**config.mk**
```make
export PLATFORM = sky130hd
export DESIGN_NAME = bcd_up_counter_chain
export DESIGN_NICKNAME = d
export VERILOG_FILES = /design/src/rtl/bcd_counter_pkg.sv /design/src/rtl/bcd_digit_up.sv /design/src/rtl/bcd_up_counter_chain.sv
export SDC_FILE = /design/constraint.sdc
export NUM_CORES = 1
export LEC_CHECK = 0
export ABC_AREA = 1
export CAP_MARGIN = 20
export CELL_PAD_IN_SITES_DETAIL_PLACEMENT = 2
export CELL_PAD_IN_SITES_GLOBAL_PLACEMENT = 2
export CORE_MARGIN = 2
export CORE_UTILIZATION = 30
export CTS_BUF_LIST = sky130_fd_sc_hd__clkbuf_8
export CTS_CLUSTER_DIAMETER = 60
export DETAILED_ROUTE_END_ITERATION = 8
export PLACE_DENSITY = 0.88
export SYNTH_ARGS = -nofsm -noshare
export SYNTH_HDL_FRONTEND = slang
export SYNTH_SLANG_ARGS = --single-unit
export TNS_END_PERCENT = 50
```
**constraint.sdc**
```tcl
create_clock -name clock -period 2.1 [get_ports clock]
set_input_delay 0.315 -clock clock [delete_from_list [all_inputs] [get_ports clock]]
set_output_delay 0.315 -clock clock [all_outputs]
set_load 0.05 [all_outputs]
```
**src/rtl/bcd_counter_pkg.sv**
```systemverilog
// Shared types and helpers for the BCD up-counter chain.
// Optional feature macro (used by bcd_up_counter_chain): BCD_COUNTER_STOP_AT_MAX_EN.
package bcd_counter_pkg;

    typedef enum logic [1:0] {
        IDLE  = 2'd0,
        RUN   = 2'd1,
        PAUSE = 2'd2,
        DONE  = 2'd3
    } state_e;

    localparam int BCD_DIGIT_W = 4;
    localparam logic [BCD_DIGIT_W-1:0] BCD_DIGIT_MAX = 4'd9;

    // A nibble is a legal BCD digit when it is 0..9.
    function automatic logic bcd_valid(input logic [BCD_DIGIT_W-1:0] nibble);
        return (nibble <= BCD_DIGIT_MAX);
    endfunction

endpackage

```
**src/rtl/bcd_digit_up.sv**
```systemverilog
// One BCD digit of the up-counter chain: clear, preset, wrap-to-zero or
// increment by one with 9 -> 0 rollover. all_nine feeds the ripple enable
// of the next digit up.
module bcd_digit_up
    import bcd_counter_pkg::*;
(
    input  logic                   clock,
    input  logic                   reset_n,
    input  logic                   inc_in,
    input  logic                   clear,
    input  logic                   wrap_to_zero,
    input  logic                   load_en,
    input  logic [BCD_DIGIT_W-1:0] load_digit,
    output logic [BCD_DIGIT_W-1:0] digit,
    output logic                   all_nine
);

    logic [BCD_DIGIT_W-1:0] digit_q;
    logic [BCD_DIGIT_W-1:0] digit_d;

    // Next digit value: clear wins, then preset, then wrap, then increment.
    always_comb begin
        digit_d = digit_q;
        if (clear) begin
            digit_d = '0;
        end else if (load_en) begin
            digit_d = load_digit;
        end else if (wrap_to_zero) begin
            digit_d = '0;
        end else if (inc_in) begin
            digit_d = (digit_q >= BCD_DIGIT_MAX) ? '0 : digit_q + 4'd1;
        end
    end

    // Digit register with asynchronous clear to zero.
    always_ff @(posedge clock or negedge reset_n) begin
        if (!reset_n) begin
            digit_q <= '0;
        end else begin
            digit_q <= digit_d;
        end
    end

    assign digit    = digit_q;
    assign all_nine = (digit_q == BCD_DIGIT_MAX);

endmodule

```
**src/rtl/bcd_up_counter_chain.sv**
```systemverilog
// Multi-digit BCD up-counter with run/pause/clear/load control and a
// one-cycle carry_out on wrap from MAX_VALUE to zero.
// Optional feature macro: BCD_COUNTER_STOP_AT_MAX_EN (stop in DONE at
// MAX_VALUE instead of wrapping; carry_out is then never raised).
module bcd_up_counter_chain
    import bcd_counter_pkg::*;
#(
    parameter int                  DIGITS    = 2,
    parameter logic [4*DIGITS-1:0] MAX_VALUE = 8'h59
) (
    input  logic                  clock,
    input  logic                  reset_n,
    input  logic                  tick,
    input  logic                  start,
    input  logic                  stop,
    input  logic                  clear,
    input  logic                  load,
    input  logic [4*DIGITS-1:0]   load_value,
    output logic [4*DIGITS-1:0]   bcd,
    output logic                  carry_out,
    output logic                  running,
    output logic                  load_err
);

    localparam int W = BCD_DIGIT_W * DIGITS;

    state_e        state_q;
    state_e        state_d;
    logic          carry_q;
    logic          carry_d;
    logic          load_err_q;
    logic          load_err_d;

    logic [W-1:0]      bcd_w;
    logic [DIGITS-1:0] all_nine;
    logic [DIGITS-1:0] ripple;
    logic [DIGITS-1:0] digit_inc;
    logic              inc_en;
    logic              clear_en;
    logic              load_en;
    logic              wrap;
    logic              at_max;
    logic              load_ok;

    // A preset is legal when every nibble is a BCD digit and it does not
    // exceed the wrap limit; for valid BCD the binary compare is MSD-first.
    always_comb begin
        load_ok = (load_value <= MAX_VALUE);
        for (int i = 0; i < DIGITS; i++) begin
            if (!bcd_valid(load_value[i*BCD_DIGIT_W +: BCD_DIGIT_W])) begin
                load_ok = 1'b0;
            end
        end
    end

    assign at_max = (bcd_w == MAX_VALUE);

    // Digit i may step only when every lower digit currently shows 9.
    always_comb begin
        logic acc;
        acc    = 1'b1;
        ripple = '0;
        for (int i = 0; i < DIGITS; i++) begin
            ripple[i] = acc;
            acc       = acc & all_nine[i];
        end
    end

`ifdef BCD_COUNTER_STOP_AT_MAX_EN
    logic [W-1:0] bcd_plus;
    logic         next_is_max;

    // Value one increment ahead, used to land in DONE on the same tick that reaches MAX_VALUE.
    always_comb begin
        bcd_plus = bcd_w;
        for (int i = 0; i < DIGITS; i++) begin
            if (ripple[i]) begin
                bcd_plus[i*BCD_DIGIT_W +: BCD_DIGIT_W] =
                    all_nine[i] ? '0 : bcd_w[i*BCD_DIGIT_W +: BCD_DIGIT_W] + 4'd1;
            end
        end
    end

    assign next_is_max = (bcd_plus == MAX_VALUE);
`endif

    // Control decode and next state; priority clear > load > stop > start > tick.
    always_comb begin
        state_d    = state_q;
        inc_en     = 1'b0;
        clear_en   = 1'b0;
        load_en    = 1'b0;
        load_err_d = 1'b0;
        carry_d    = 1'b0;
        if (clear) begin
            clear_en = 1'b1;
            state_d  = IDLE;
        end else if (load && (state_q != RUN)) begin
            if (load_ok) begin
                load_en = 1'b1;
                if (state_q == DONE) begin
                    state_d = PAUSE;
                end
            end else begin
                load_err_d = 1'b1;
            end
        end else if (stop) begin
            if (state_q == RUN) begin
                state_d = PAUSE;
            end
        end else if (start) begin
            if ((state_q == IDLE) || (state_q == PAUSE)) begin
                state_d = RUN;
            end
        end else if (tick && (state_q == RUN)) begin
`ifdef BCD_COUNTER_STOP_AT_MAX_EN
            if (at_max) begin
                state_d = DONE;
            end else begin
                inc_en = 1'b1;
                if (next_is_max) begin
                    state_d = DONE;
                end
            end
`else
            inc_en  = 1'b1;
            carry_d = at_max;
`endif
        end
    end

    // State and registered pulse outputs.
    always_ff @(posedge clock or negedge reset_n) begin
        if (!reset_n) begin
            state_q    <= IDLE;
            carry_q    <= 1'b0;
            load_err_q <= 1'b0;
        end else begin
            state_q    <= state_d;
            carry_q    <= carry_d;
            load_err_q <= load_err_d;
        end
    end

    assign wrap = inc_en & at_max;

    for (genvar g = 0; g < DIGITS; g++) begin : g_digit
        assign digit_inc[g] = inc_en & ~at_max & ripple[g];

        bcd_digit_up u_digit (
            .clock        (clock),
            .reset_n      (reset_n),
            .inc_in       (digit_inc[g]),
            .clear        (clear_en),
            .wrap_to_zero (wrap),
            .load_en      (load_en),
            .load_digit   (load_value[g*BCD_DIGIT_W +: BCD_DIGIT_W]),
            .digit        (bcd_w[g*BCD_DIGIT_W +: BCD_DIGIT_W]),
            .all_nine     (all_nine[g])
        );
    end

    assign bcd       = bcd_w;
    assign carry_out = carry_q;
    assign running   = (state_q == RUN);
    assign load_err  = load_err_q;

endmodule

```
; ---- Word level (Yosys, flattened, before mapping)
; Cells that the tools add are included.
[word_totals]
reg_bits = 12
in_bits = 15
output_inout_bits = 11
word_cells = 71
[classes]
add_sub_neg = 2
order_cmp = 5
eq_ne = 9
n_mux = 37
bitwise = 4
n_reduce_logical = 9
[ops]
columns = cell, count
row1 = $mux 4, 10
row2 = $mux 1, 19
row3 = $mux 2, 8
row4 = $reduce_bool 4->1, 4
row5 = $add 4x1->4 const B, 2
row6 = $eq 8x7->1 const B, 1
row7 = $ge 4x4->1 const B, 2
row8 = $le 4x4->1 const B, 2
row9 = $le 8x7->1 const B, 1
row10 = $reduce_and 5->1, 1
row11 = $eq 2x2->1 const B, 2
row12 = $eq 4x4->1 const B, 1
row13 = $ne 4x1->1 const B, 1
row14 = $and 1x1->1, 3
row15 = $ne 3x2->1 const B, 1
row16 = $ne 3x3->1 const B, 1
row17 = $eq 2x1->1 const B, 1
row18 = $logic_and 1x1->1, 2
row19 = $logic_not 2->1, 1
row20 = $ne 2x1->1 const B, 1
row21 = $logic_or 1x1->1, 1
row22 = $not 1->1, 1

; ---- Longest topological paths before layout
[depth]
ltp_word = 13
ltp_mapped = 9

; ---- By module
; Synthesis repeated with hierarchy kept, for this count alone.
[hier_totals]
hier_cells = 146
hier_area_um2 = 947.2
[modules_own_cells]
columns = mod, instances, cells_per_inst, area_per_inst_um2
row1 = bcd_digit_up, 2, 49, 320.3
row2 = bcd_up_counter_chain, 1, 48, 306.5

; ---- Worst setup path before layout
; Ideal clock, no wire load.
[synth_timing]
path_kind = register to register
startpoint = reg g_digit[0].u_digit.digit_q[0]
endpoint = reg g_digit[1].u_digit.digit_q[0]
arrival_ns = 1.540
required_ns = 1.981
setup_slack_ns = 0.441
stages_incl_launch_ff = 9
path_buffers = 0
path_cell_list = dfrtp_1 -> ha_1 -> nand2_1 -> nor2_1 -> nand3_2 -> nand3_4 -> nand2_1 -> nor2_1 -> nor2_1
[synth_via]
elab_chain_cells = 5
[synth_lines]
columns = element, line_no
row1 = from (decl), bcd_digit_up.sv:18  ; logic [BCD_DIGIT_W-1:0] digit_q;
row2 = from (signal assigned), bcd_digit_up.sv:40  ; digit_q <= digit_d;
row3 = $eq 8x7->1, bcd_up_counter_chain.sv:56  ; assign at_max = (bcd_w == MAX_VALUE);
row4 = $and 1x1->1 or $not 1->1 (tied branches), "bcd_up_counter_chain.sv:145, bcd_up_counter_chain.sv:148"
row5 = $mux 4 or $and 1x1->1 (tied branches), "bcd_digit_up.sv:28, bcd_up_counter_chain.sv:148"
row6 = $mux 4 or $and 1x1->1 (tied branches), "bcd_digit_up.sv:26, bcd_up_counter_chain.sv:148"
row7 = $mux 4 or $reduce_bool 4->1 (tied branches), --
row8 = to (signal assigned), bcd_digit_up.sv:40
row9 = to (decl), bcd_digit_up.sv:18
; Several ways; a longest one is shown, not always the timed one.
; A chain may end at the register's enable or synchronous reset.

; ---- Worst setup path in the final report
[layout_timing]
startpoint = reg g_digit[1].u_digit.digit_q[3]
endpoint = out bcd[7]
[layout_rtl]
columns = element, line_no
row1 = to (decl), bcd_up_counter_chain.sv:19  ; output logic [4*DIGITS-1:0] bcd,
; No word-level cell between the ends.

==> metrics.md <==
| Metric | Value |
|---|---|
| Outcome | complete, no violations |
| Tot GR Track Use | 16.83% |
| Clock sink count | 12 |
| Post-placement cell area | ~1400 um^2 |
| Area growth from synthesis to layout | 32.29% |
| Nets@finish | between 200 and 250 |
| Share of post-route cells with drive strength above 1 | 13.33% |
| Vias per cell | ~4.7 |
| Dpl hpwl | 2645 um |
| Crit Path Class | reg -> out |
| Synth Register Bits | 12 |
| Largest fanout on the critical path | 8 |
| Critical path arrival | 1.58 ns |
| Post-synth top area share | 27.78% |
| RSZ-0062 raised after global routing | no |
| Peak VDD IR | 211.7 uV |
| Core Util, Final | 42.19% |
| Drt wl/cell | 13.62 um |
| Final cell count without fillers | about 230 |
| Crit. End Element | output port |
| Max Clock Skew | 0.001265 ns |
| H-Tree Depth | 1 |
| Synth Instances | 152 |
| Synth warn | 0 |
| Final Wtd Congestion | 0.7459 |
| Cells along the critical path | clkdlybuf4s50_1 |
| Via count of the first global-routing pass | 1175 |
| Slew margin rel. | approximately 58% |
| Critical-path top delay cell | clkdlybuf4s50_1 |
| Antenna diodes | 0 |
| Final Setup Violations | 0 |
| F_max | 527.2 MHz |
| DR pass1 iterations | 2 |
| Most frequent cells in the layout | nand2_1, nor2_1, clkdlybuf4s50_1 |
| Worst Tran Pin Value | 0.6274 ns |
| IO buf count | 25 |
| Worst flop-to-flop path startpoint | g_digit[0].u_digit.digit[1] |
| Min Tclk post-route | 1.897 ns |
| Total grt overflow | 0 |
| Post-CTS Hold Fix Bufs | 0 |
| WP data required | 1.78 ns |
| Synth Area per Inst | 7.112 um^2 |
| Total number of vias | about 1100 |
| Root buffer cell | clkbuf_8 |
| Worst hold slack | 0.4634 ns |
| Initial Util | 31.89% |
| Die area | just over 4000 um^2 |
| Synth unique cells | 26 |
| CP max stage delay | roughly 0.86 ns |
| Clock-pin slew on the worst setup and hold paths | roughly 0.05 ns |
| Total CTS buffers | 3 |
| First-pass GRT wire length | 5333 um |
| Synth area leader | dfrtp_1 |
| Residual DRC count | 0 |
| Cell Area, Synth | 1081 um^2 |
| CP startpoint kind | flip-flop |
| Worst Path Buf+Inv | 1 |
| Seq/Total Area, Yosys | between 20% and 30% |
| CP Launch Point | g_digit[1].u_digit.digit[3] |
| Post-CTS Setup Bufs | 0 |
| Final hold vios | 0 |
| Post-route design area | 1430 um^2 |
| Die height | 64.03 um |
| Most common cell after layout, fill and taps aside | nand2_1 |
| Max-cap violations | 0 |
| Die width | 64.03 um |
| Core area | 3390 um^2 |
| Final Cycle Share | 90.32% |
| Setup_tns | 0 ns |
| IO Pins | 26 |
| Cts repair resizes | 0 |
| Routed Antenna Nets | 0 |
| P per Cell Area | about 660 nW/um^2 |
| Iter 0 DRT Violations | 7 |
| Static Leakage | 0.7189 nW |
| Worst hold path type | in -> async |
| Total Wirelength | between 3000 and 4000 um |
| Placed Cells | 223 |
| CTS max path bufs | 2 |
| Fin. max-slew vios | 0 |
| Syn Nets | 173 |
| # fillers | between 400 and 500 |
| CTS tree | built |
| Synth top area cells | dfrtp_1, nand2_1, nor2_1, nor2_8, ha_1 |
| Row count | 21 |
| Initial antenna violation count | 0 |
| Delay-heaviest family, CP | buffers and inverters |
| Largest net degree at the start of global routing | 13 |
| Worst skew pair latency | 0.24 ns |
## worst paths after layout
check / endpoint / slack [ns] / cells past startpoint
max in group asynchronous: state_q[1] / 1.23 / 1
min: load_err / 0.46 / 1
max reg2reg: g_digit[1].u_digit.digit[0] / 0.52 / 9
min reg2reg: state_q[0] / 0.58 / 2
max: bcd[7] / 0.20 / 1
min in group clock: state_q[0] / 0.58 / 2
## cell families (layout without fill, tap and decap cells)
logic type	count (synthesis)	count (layout)	share of synthesized area, %
xor gates and xnor gates	1	1	0.8103
buffers and inverters	22	50	7.869
and+or+nand+nor	98	98	49.31
AOI/OAI and AO/OA	13	13	7.291
DFF	12	12	27.78
adders and majority gates	6	6	6.944
## state kept, by name, indices dropped and copies added (netlist names)
signal / count
g_digit.u_digit.digit: 8
load_err: 1
carry_out: 1
state_q: 2
## routing by layer
| metal | vias up | track usage [%] | routed length (um) |
|---|---|---|---|
| li1 | 532 | - | - |
| met1 | 514 | 18.56 | 1331 |
| met2 | 19 | 32.42 | 1614 |
| met3 | 6 | 2.289 | 87 |
| met4 | 0 | 5.707 | 44 |
| met5 | - | 0 | 0 |
## layout make-up
cell class / instances / area [um^2] / area share (%)
Tap cell: 46 / 57.56 / 4.025
Multi-Input combinational cell: 118 / 695.7 / 48.64
Inverter: 21 / 80.08 / 5.599
Clock buffer: 3 / 41.29 / 2.887
Timing Repair Buffer: 26 / 255.2 / 17.85
Sequential cell: 12 / 300.3 / 21.00
## power breakdown
part	total (W)	switching [W]	internal, W
clock	0.000215	0.0000880	0.000127
combinational	0.000422	0.000270	0.000152
sequential	0.000305	0.0000456	0.000259
total	0.000941	0.000403	0.000538
## per-stage QoR
stage	setup slack [ns]	power, W
finish	0.2032	0.0009415
global route	0.1597	0.001008
CTS	0.2026	0.0009571
detailed placement	0.2501	0.0007376
global placement	0.2987	0.0007140
floorplan	0.4413	0.0005841
## synth_stat cells (all sizes together)
library cell,count
nand4,4
clkinv,1
nor2,31
ha,6
nand3,11
nand2,51
a21boi,2
nor3,1
a31oi,1
a21oi,4
inv,20
xnor2,1
o2111ai,1
o21ai,5
buf,1
dfrtp,12
Power figures use the tool's default switching activity.
